**src/rtl/ps2_key_state.sv**
```systemverilog
// PS/2 keyboard receiver and set-2 scan-code decoder.
// Delivers held-key levels for W, S, Up, Down and P to the main game FSM,
// plus the raw byte stream (scan_code/code_valid) and a frame error pulse.
// Everything runs in the system clock domain; the PS/2 pins are asynchronous.

module ps2_key_state #(
    parameter int FILTER_LEN     = 8,
    parameter int TIMEOUT_CYCLES = 200_000
) (
    input  logic       clk,
    input  logic       rst,
    input  logic       ps2_clk,
    input  logic       ps2_data,
    output logic       w_state,
    output logic       s_state,
    output logic       Ua_state,
    output logic       Da_state,
    output logic       Pause,
    output logic [7:0] scan_code,
    output logic       code_valid,
    output logic       frame_err
);

    localparam int FW = (FILTER_LEN > 1) ? $clog2(FILTER_LEN + 1) : 1;
    localparam int TW = $clog2(TIMEOUT_CYCLES + 1);

    // Two-flop synchronizers; the _p1 flops are the first usable samples.
    logic ps2_clk_p0, ps2_clk_p1;
    logic ps2_data_p0, ps2_data_p1;

    // Glitch filter state: filtered clock, its one-cycle delay, run counter.
    logic          clk_f;
    logic          clk_f_d;
    logic [FW-1:0] filt_cnt;
    logic          fall;

    // Frame receiver state.
    logic [3:0]    bit_cnt;
    logic [9:0]    shift;
    logic [TW-1:0] idle_cnt;

    // Decoder prefix flags: E0 seen (extended) and F0 seen (break).
    logic ext;
    logic brk;

    // Accept a frame only with start=0, odd parity over data+parity, stop=1.
    // The shift register holds start in bit 0, data in 8:1, parity in 9.
    function automatic logic frame_ok(input logic [9:0] sr, input logic stop);
        return (sr[0] == 1'b0) && (^sr[9:1] == 1'b1) && (stop == 1'b1);
    endfunction

    // Bring both PS/2 pins into the clk domain; idle bus level is high.
    always_ff @(posedge clk or posedge rst) begin
        if (rst) begin
            ps2_clk_p0  <= 1'b1;
            ps2_clk_p1  <= 1'b1;
            ps2_data_p0 <= 1'b1;
            ps2_data_p1 <= 1'b1;
        end else begin
            ps2_clk_p0  <= ps2_clk;
            ps2_clk_p1  <= ps2_clk_p0;
            ps2_data_p0 <= ps2_data;
            ps2_data_p1 <= ps2_data_p0;
        end
    end

    // Filtered clock flips only after FILTER_LEN consecutive disagreeing samples.
    always_ff @(posedge clk or posedge rst) begin
        if (rst) begin
            clk_f    <= 1'b1;
            clk_f_d  <= 1'b1;
            filt_cnt <= '0;
        end else begin
            clk_f_d <= clk_f;
            if (ps2_clk_p1 != clk_f) begin
                if (filt_cnt == FW'(FILTER_LEN - 1)) begin
                    clk_f    <= ~clk_f;
                    filt_cnt <= '0;
                end else begin
                    filt_cnt <= filt_cnt + FW'(1);
                end
            end else begin
                filt_cnt <= '0;
            end
        end
    end

    // One-cycle strobe on a 1->0 transition of the filtered clock.
    assign fall = clk_f_d & ~clk_f;

    // Shift in frame bits, check on the stop bit, decode bytes into key levels,
    // and abandon a stalled partial frame after TIMEOUT_CYCLES idle cycles.
    always_ff @(posedge clk or posedge rst) begin
        if (rst) begin
            bit_cnt    <= '0;
            shift      <= '0;
            idle_cnt   <= '0;
            ext        <= 1'b0;
            brk        <= 1'b0;
            scan_code  <= 8'h00;
            code_valid <= 1'b0;
            frame_err  <= 1'b0;
            w_state    <= 1'b0;
            s_state    <= 1'b0;
            Ua_state   <= 1'b0;
            Da_state   <= 1'b0;
            Pause      <= 1'b0;
        end else begin
            code_valid <= 1'b0;
            frame_err  <= 1'b0;
            if (fall) begin
                idle_cnt <= '0;
                if (bit_cnt == 4'd10) begin
                    bit_cnt <= '0;
                    if (frame_ok(shift, ps2_data_p1)) begin
                        scan_code  <= shift[8:1];
                        code_valid <= 1'b1;
                        case (shift[8:1])
                            8'hE0: ext <= 1'b1;
                            8'hF0: brk <= 1'b1;
                            default: begin
                                // Plain and E0-extended codes live in separate
                                // tables so keypad 75/72 and E0 1D/1B never alias.
                                if (!ext) begin
                                    case (shift[8:1])
                                        8'h1D:   w_state <= ~brk;
                                        8'h1B:   s_state <= ~brk;
                                        8'h4D:   Pause   <= ~brk;
                                        default: ;
                                    endcase
                                end else begin
                                    case (shift[8:1])
                                        8'h75:   Ua_state <= ~brk;
                                        8'h72:   Da_state <= ~brk;
                                        default: ;
                                    endcase
                                end
                                ext <= 1'b0;
                                brk <= 1'b0;
                            end
                        endcase
                    end else begin
                        // A lost byte may have been a prefix or its target, so
                        // drop the prefixes but keep every held level.
                        frame_err <= 1'b1;
                        ext       <= 1'b0;
                        brk       <= 1'b0;
                    end
                end else begin
                    shift   <= {ps2_data_p1, shift[9:1]};
                    bit_cnt <= bit_cnt + 4'd1;
                end
            end else if (bit_cnt != 4'd0) begin
                if (idle_cnt == TW'(TIMEOUT_CYCLES)) begin
                    bit_cnt   <= '0;
                    idle_cnt  <= '0;
                    frame_err <= 1'b1;
                    ext       <= 1'b0;
                    brk       <= 1'b0;
                end else begin
                    idle_cnt <= idle_cnt + TW'(1);
                end
            end
        end
    end

endmodule

```
**config.mk**
```make
export PLATFORM = sky130hd
export DESIGN_NAME = ps2_key_state
export DESIGN_NICKNAME = d
export VERILOG_FILES = /design/src/rtl/ps2_key_state.sv
export SDC_FILE = /design/constraint.sdc
export NUM_CORES = 1
export LEC_CHECK = 0
export ABC_CLOCK_PERIOD_IN_PS = 3000
export BUFFER_PORTS_ARGS = -buffer_cell sky130_fd_sc_hd__buf_2
export CAP_MARGIN = 40
export CELL_PAD_IN_SITES_DETAIL_PLACEMENT = 2
export CELL_PAD_IN_SITES_GLOBAL_PLACEMENT = 2
export CORE_MARGIN = 1
export CORE_UTILIZATION = 39
export DETAILED_ROUTE_END_ITERATION = 12
export GPL_TIMING_DRIVEN = 0
export PLACE_DENSITY_LB_ADDON = 0.08
export SETUP_SLACK_MARGIN = 0.5
export SYNTH_ARGS = -nofsm -noshare
export SYNTH_HDL_FRONTEND = slang
export SYNTH_SLANG_ARGS = --single-unit
export TNS_END_PERCENT = 5
```
**constraint.sdc**
```tcl
create_clock -name clk -period 3 [get_ports clk]
set_clock_uncertainty 0.1 [all_clocks]
set_input_delay 0.6 -clock clk [delete_from_list [all_inputs] [get_ports clk]]
set_output_delay 0.6 -clock clk [all_outputs]
set_load 0.1 [all_outputs]
```
==> key figures, run 1 <==
Job
  • Max capacitance violation total: 0

Final layout
  • Diodes inserted: 0
  • Layout Nets: 347
  • Fin area: 3450 um2
  • Fraction of layout cells with a size suffix above 1: 0.180
  • Area grow syn2layout: 17.2%
  • Non-filler instance count after layout: 426

Place
  • Placed Instance Area: 3180 um2
  • DP Cell Count: ~410
  • DP Worst Slack: around 0.4 ns
  • Number of port buffers: 18
  • GPL Wtd Cong: between 0.7 and 0.8
  • Dpl hpwl: roughly 5000 um

Timing
  • Worst-Margin Slew: ~0.76 ns
  • Fin crit period: 2.50 ns
  • Final hold vios: 0
  • Slew Limit Fails: 0
  • Max-Slew Margin vs Limit: 0.492
  • Setup WS post-layout: 0.504 ns
  • Setup TNS Final: 0 ns
  • # setup viols final: 0
  • Fin crit share: 0.832
  • Top achievable clock speed: 401 MHz
  • RSZ-0062 raised after global routing: true

Global routing
  • Wire length of the first global-routing pass: 11900 um
  • Global-route usage over all layers: 0.210
  • GRT overflow: 0
  • Initial antenna violation count: 0
  • Maximum number of pins on one net before global-route repair: 35
  • Vias in the first global route: 2361

Worst setup path
  • Worst EP required: 3.17 ns
  • Crit path DAT: 2.67 ns
  • CP max stage delay: 0.38 ns
  • Element type at the critical path end: flip-flop
  • Worst-path maximum fanout: 9
  • Sequence of cells on the critical path: inv_1 -> ha_1 -> xnor3_1 -> xnor2_1 -> or3_1 -> buf_6 -> nor4_4 -> mux2i_1
  • Setup CP Type: reg2reg
  • CP max stage cell: dfrtp_1
  • Crit start category: flip-flop

Die
  • Row Count: 31
  • Die Height: 88.9 um
  • Die W: 88.9 um
  • Starting Density: 0.404
  • I/O pins: 19
  • Total die area: 7900 um2
  • Core Area: 7290 um2

Logic synthesis
  • Post-synthesis sequential area ratio: 0.504
  • Synthesized flop and latch total: 59
  • Yosys warning count: 0
  • Leading area contributor after synthesis: dfrtp_1
  • Synth cell types: 40
  • Synthesized area: 2940 um2
  • Synthesized area per cell: 10.2 um2
  • Ys flop type: dfrtp_1
  • Synth area leaders: dfrtp_1 45%, ha_1 8.9%, dfstp_2 5.4%
  • Share of the synthesized area in the top cell type: 0.450
  • Syn_nets: 315
  • Async S/R FF share, synth: 1.00
  • EDFF count, synth: 0
  • Mapped Cells: 290

Outcome
  • Status: complete, no violations

Routing
  • Final ANT Viol Nets: 0
  • First drt pass iteration count: 4
  • DRC errors left: 0
  • Total routed wirelength: approximately 7400 um
  • DR vias/cell: 5.10
  • Via count: 2174
  • Avg WL per Cell: 17.5 um
  • Initial drt markers: roughly 110

Clock tree
  • TritonCTS buffer count: 9
  • Clock Pin Slew Worst Setup and Hold Paths: 0.07 ns
  • Clk_lat worst skew: roughly 0.35 ns
  • Clock tree sinks: 59
  • CTS H-tree depth: 3
  • CTS tree: yes
  • CTS root buffer: clkbuf_8
  • Hold buffer count at CTS: 0
  • Longest Clk Path Bufs: 2

Pwr
  • Total power density per cell area: 734 nW/um2
  • Lkg Pwr: 1.57 nW
  • VDD IR-drop max: 0.000309 V

Worst hold path
  • Hold Path Class: in2reg
## placed cells by master (no fill, tap or decap), drive strengths merged, types with 2 or more instances in the layout
cell type and count:
nor2 27, ha 21, buf 23, nor3 8
xnor2 17, nand2 34, and4 2, clkbuf 15
inv 23, or3 3, xor2 4, nand3 14
or2 2, bufinv 3, a21oi 4, o211ai 2
dfrtp 53, clkinv 2, a221o 2, nor2b 5
dfstp 6, o21ai 24, nor4 7, mux2i 5
mux2 3, nand4 5, nand2b 3
## routing by layer
layer | track usage | wire [um] | vias to the layer above
li1 | - | - | 1040
met3 | 0.0532 | 221 | 14
met5 | 0 | 0 | -
met1 | 0.282 | 3600 | 1087
met2 | 0.321 | 3470 | 33
met4 | 0.0880 | 152 | 0
## worst max-delay path: cells and delay by family, from the launching register on
family,cells,cell delay [ns]
xor+xnor,2,0.53
simple gates,2,0.64
mux,1,0.21
fa+ha+maj,1,0.27
flops,1,0.38
buf+inv,2,0.29
## final timing paths
check,slack [ns],cells past startpoint,end,start
max,0.50,8,Pause$_DFFE_PP0P_,shift[1]$_DFFE_PP0P_
min,0.25,1,ps2_clk_p0$_DFF_PP1_,ps2_clk
max reg2reg,0.50,8,Pause$_DFFE_PP0P_,shift[1]$_DFFE_PP0P_
min reg2reg,0.26,0,ps2_data_p1$_DFF_PP1_,ps2_data_p0$_DFF_PP1_
max in group asynchronous,1.82,3,ps2_data_p0$_DFF_PP1_,rst
min in group asynchronous,0.29,2,bit_cnt[0]$_DFFE_PP0P_,rst
## report_power, final
group	internal (mW)	switching, mW	total, mW
Combinational	0.235	0.388	0.623
Sequential	0.906	0.107	1.01
Clock	0.572	0.325	0.897
Total	1.71	0.821	2.53
## cell type report
type | count | area [um2]
Timing Repair Buffer | 21 | 125
Multi-Input combinational cell | 202 | 1350
Tap cell | 99 | 124
Inverter | 23 | 86.3
Sequential cell | 59 | 1480
Clock buffer | 11 | 141
Buffer | 6 | 36.3
Clock inverter | 5 | 100
Fill cell | 817 | 3840
## metrics by stage
| stage | utilization | hold WS (ns) | power (mW) |
|---|---|---|---|
| after floorplan | - | 0.245 | 1.45 |
| after global placement | 0.433 | 0.246 | 1.60 |
| after detailed placement | 0.436 | 0.247 | 1.63 |
| after CTS | 0.473 | 0.229 | 2.57 |
| after global routing | 0.473 | 0.228 | 2.68 |
| final | 0.473 | 0.246 | 2.53 |
## kinds of logic after synthesis
kind of cell	after synthesis	share of synthesized area
fa+ha+maj	21	0.0892
simple gates	115	0.193
compound gates	36	0.0739
mux	8	0.0285
buf+inv	29	0.0408
xor+xnor	22	0.0701
flops	59	0.504
## repair_timing
item / in CTS / in global routing
buffers inserted: 2 / 0
endpoints found under the setup margin: 7 / 34
endpoints found under the hold margin: 0 / 0
gates resized for setup: 4 / 2
## state kept, by name (all words and copies together), names as in the netlist
signal and count:
Da_state 1, Pause 1, Ua_state 1, bit_cnt 4, brk 1, clk_f 1
clk_f_d 1, code_valid 1, ext 1, filt_cnt 4, frame_err 1, idle_cnt 18
ps2_clk_p0 1, ps2_clk_p1 1, ps2_data_p0 1, ps2_data_p1 1, s_state 1, scan_code 8
shift 10, w_state 1
## synthesized netlist by cell type (4+ instances only)
cell type / number
a21oi_1: 4
clkbuf_1: 4
dfrtp_1: 53
dfstp_2: 6
ha_1: 21
inv_1: 22
mux2i_1: 5
nand2_1: 34
nand3_1: 14
nand4_1: 5
nor2_1: 27
nor2b_1: 5
nor3_1: 8
nor4_1: 6
o21ai_0: 23
xnor2_1: 17
xor2_1: 4
Power figures use the tool's default switching activity.
==> run 2: changes to the inputs <==
ABC_CLOCK_PERIOD_IN_PS = 2350   (was 3000)
clock period = 2.35 ns   (was 3 ns; I/O delays follow)
==> key figures, run 2 (same netlist as run 1, synthesis figures left out) <==
Clock tree
  • CTS root buffer: clkbuf_8
  • Clock Pin Slew Worst Setup and Hold Paths: 0.07 ns (about the same)
  • Clock tree sinks: 59 (unchanged)
  • Clk_lat worst skew: 0.34 ns (about the same)
  • Hold buffer count at CTS: 0 (unchanged)
  • CTS tree: yes
  • CTS H-tree depth: 3 (unchanged)
  • TritonCTS buffer count: 9 (unchanged)
  • Longest Clk Path Bufs: 2 (unchanged)

Die
  • I/O pins: 19 (unchanged)
  • Total die area: 7900 um2 (unchanged)
  • Die Height: 88.9 um (unchanged)
  • Starting Density: 0.404 (unchanged)
  • Core Area: 7290 um2 (unchanged)
  • Row Count: 31 (unchanged)
  • Die W: 88.9 um (unchanged)

Final layout
  • Diodes inserted: 0 (unchanged)
  • Fin util: 0.523 (+0.0503)
  • Largest Register: idle_cnt
  • Area grow syn2layout: 29.6%
  • Most frequent cells in the layout: 50 x dfrtp_1, 32 x nand2_1, 24 x nor2_1, 19 x buf_2, 18 x ha_1
  • Most common cell after layout, fill and taps aside: dfrtp_1
  • Largest registers: idle_cnt (18), shift (10), scan_code (8)
  • Filler cell count: 755 (-7.6%)
  • Fraction of layout cells with a size suffix above 1: 0.327 (+0.147)
  • Largest register FFs: 18 (unchanged)
  • Layout Nets: 362 (+4.3%)

Worst setup path
  • Sequence of cells on the critical path: inv_2 -> ha_4 -> xnor3_1 -> xnor2_2 -> or3_4 -> buf_6 -> buf_4 -> nand2_1 -> o21ai_0
  • Worst-path maximum fanout: 6 (-3)
  • Crit start category: flip-flop
  • Crit path DAT: 2.40 ns (-0.27 ns)
  • Setup CP Type: reg2reg
  • Worst path bufs/invs: 3 (+1)
  • Element type at the critical path end: flip-flop
  • Critical path's top delay family: XOR/XNOR gates
  • CP max stage cell: dfrtp_1
  • Worst EP required: 2.47 ns (-0.70 ns)
  • CP max stage delay: 0.40 ns (+0.02 ns)

Global routing
  • Maximum number of pins on one net before global-route repair: 36 (+2.9%)
  • Global-route usage over all layers: 0.216 (+0.00619)
  • Wire length of the first global-routing pass: 12400 um (+4.0%)
  • GRT overflow: 0 (unchanged)
  • Vias in the first global route: 2461 (+4.2%)
  • Initial antenna violation count: 0 (unchanged)

Timing
  • Fin crit period: 2.28 ns (-0.212 ns)
  • # setup viols final: 0 (unchanged)
  • Max-Slew Margin vs Limit: 0.586 (+0.0942)
  • Slew Limit Fails: 0 (unchanged)
  • Fin crit share: 0.972 (+0.140)
  • Worst-Margin Slew: 0.619 ns (-0.142 ns)
  • Final hold vios: 0 (unchanged)
  • Top achievable clock speed: 438 MHz (+9.3%)
  • RSZ-0062 raised after global routing: true

Place
  • GPL Wtd Cong: 0.722 (+0.60%)
  • Number of port buffers: 18 (unchanged)
  • Dpl hpwl: 5030 um (+0.18%)

Routing
  • Avg WL per Cell: 18.8 um (+7.9%)
  • Initial drt markers: 47 (-58%)
  • Via count: 2281 (+4.9%)
  • First drt pass iteration count: 4 (unchanged)
  • DRC errors left: 0 (unchanged)
  • Total routed wirelength: 8310 um (+12%)
  • Final ANT Viol Nets: 0 (unchanged)
  • DR vias/cell: 5.17 (+1.4%)

Pwr
  • Lkg Pwr: 1.70 nW (+8.5%)
  • VDD IR-drop max: 0.000380 V (+23%)
  • Total power density per cell area: 900 nW/um2 (+23%)
  • Total Power: 3.43 mW (+36%)

Worst hold path
  • Hold Path Class: in2async

Job
  • Max capacitance violation total: 0 (unchanged)

Outcome
  • Status: complete, no violations
-- run 2: changes by cell type in the layout (fill, tap and decap cells not counted), sizes merged --
| cell | change |
|---|---|
| buf | +17 |
| bufinv | -2 |
-- run 2: area by class of cell --
cell class              count  area [um2]  share of cell area
inverters                  23        91.3              0.0239
flip-flops and latches     59        1490               0.390
clock inverters             3        43.8              0.0115
multi-input cells         202        1580               0.413
clock buffers              13         179              0.0469
well taps                  99         124              0.0325
repair buffers             36         258              0.0675
plain buffers               6        57.6              0.0151
-- run 2: final timing paths --
path | slack (ns) | cells after the start | start | to
worst max-delay path | 0.07 | 9 | shift[8]$_DFFE_PP0P_ | scan_code[7]$_DFFE_PP0P_
worst min-delay path | 0.08 | 2 | rst | shift[1]$_DFFE_PP0P_
worst max register to register | 0.07 | 9 | shift[8]$_DFFE_PP0P_ | scan_code[7]$_DFFE_PP0P_
worst min register to register | 0.26 | 0 | ps2_clk_p0$_DFF_PP1_ | ps2_clk_p1$_DFF_PP1_
max in group asynchronous | 1.40 | 3 | rst | ps2_data_p0$_DFF_PP1_
min in group clk | 0.13 | 1 | ps2_clk | ps2_clk_p0$_DFF_PP1_
-- run 2: what timing repair did --
action,CTS,global route
pin swaps,6,38
gates resized for setup,15,47
setup buffers,13,4
endpoints found under the setup margin,48,49
hold endpoints to repair,0,0
-- run 2: through the flow --
step	setup TNS [ns]	worst slack, ns	std cells	area, um2	hold slack, ns
after floorplan	0	0.155	290	2970	0.245
after global placement	-27.17	-0.512	407	3180	0.246
after detailed placement	-0.667	-0.0844	408	3200	0.251
after CTS	0	0.108	437	3600	0.0937
after global routing	-0.119	-0.0420	441	3820	0.108
final	0	0.0658	441	3820	0.0845
-- run 2: per-layer routing --
metal,track usage,routed length (um)
met1,0.259,3600
met2,0.385,4490
met3,0.0532,150
met4,0.0572,80
met5,0,0
-- run 2: report_power, final --
| group | switching (mW) | leakage, nW | internal [mW] |
|---|---|---|---|
| Clock | 0.423 | 0.116 | 0.606 |
| Combinational | 0.595 | 0.798 | 0.489 |
| Sequential | 0.162 | 0.785 | 1.16 |
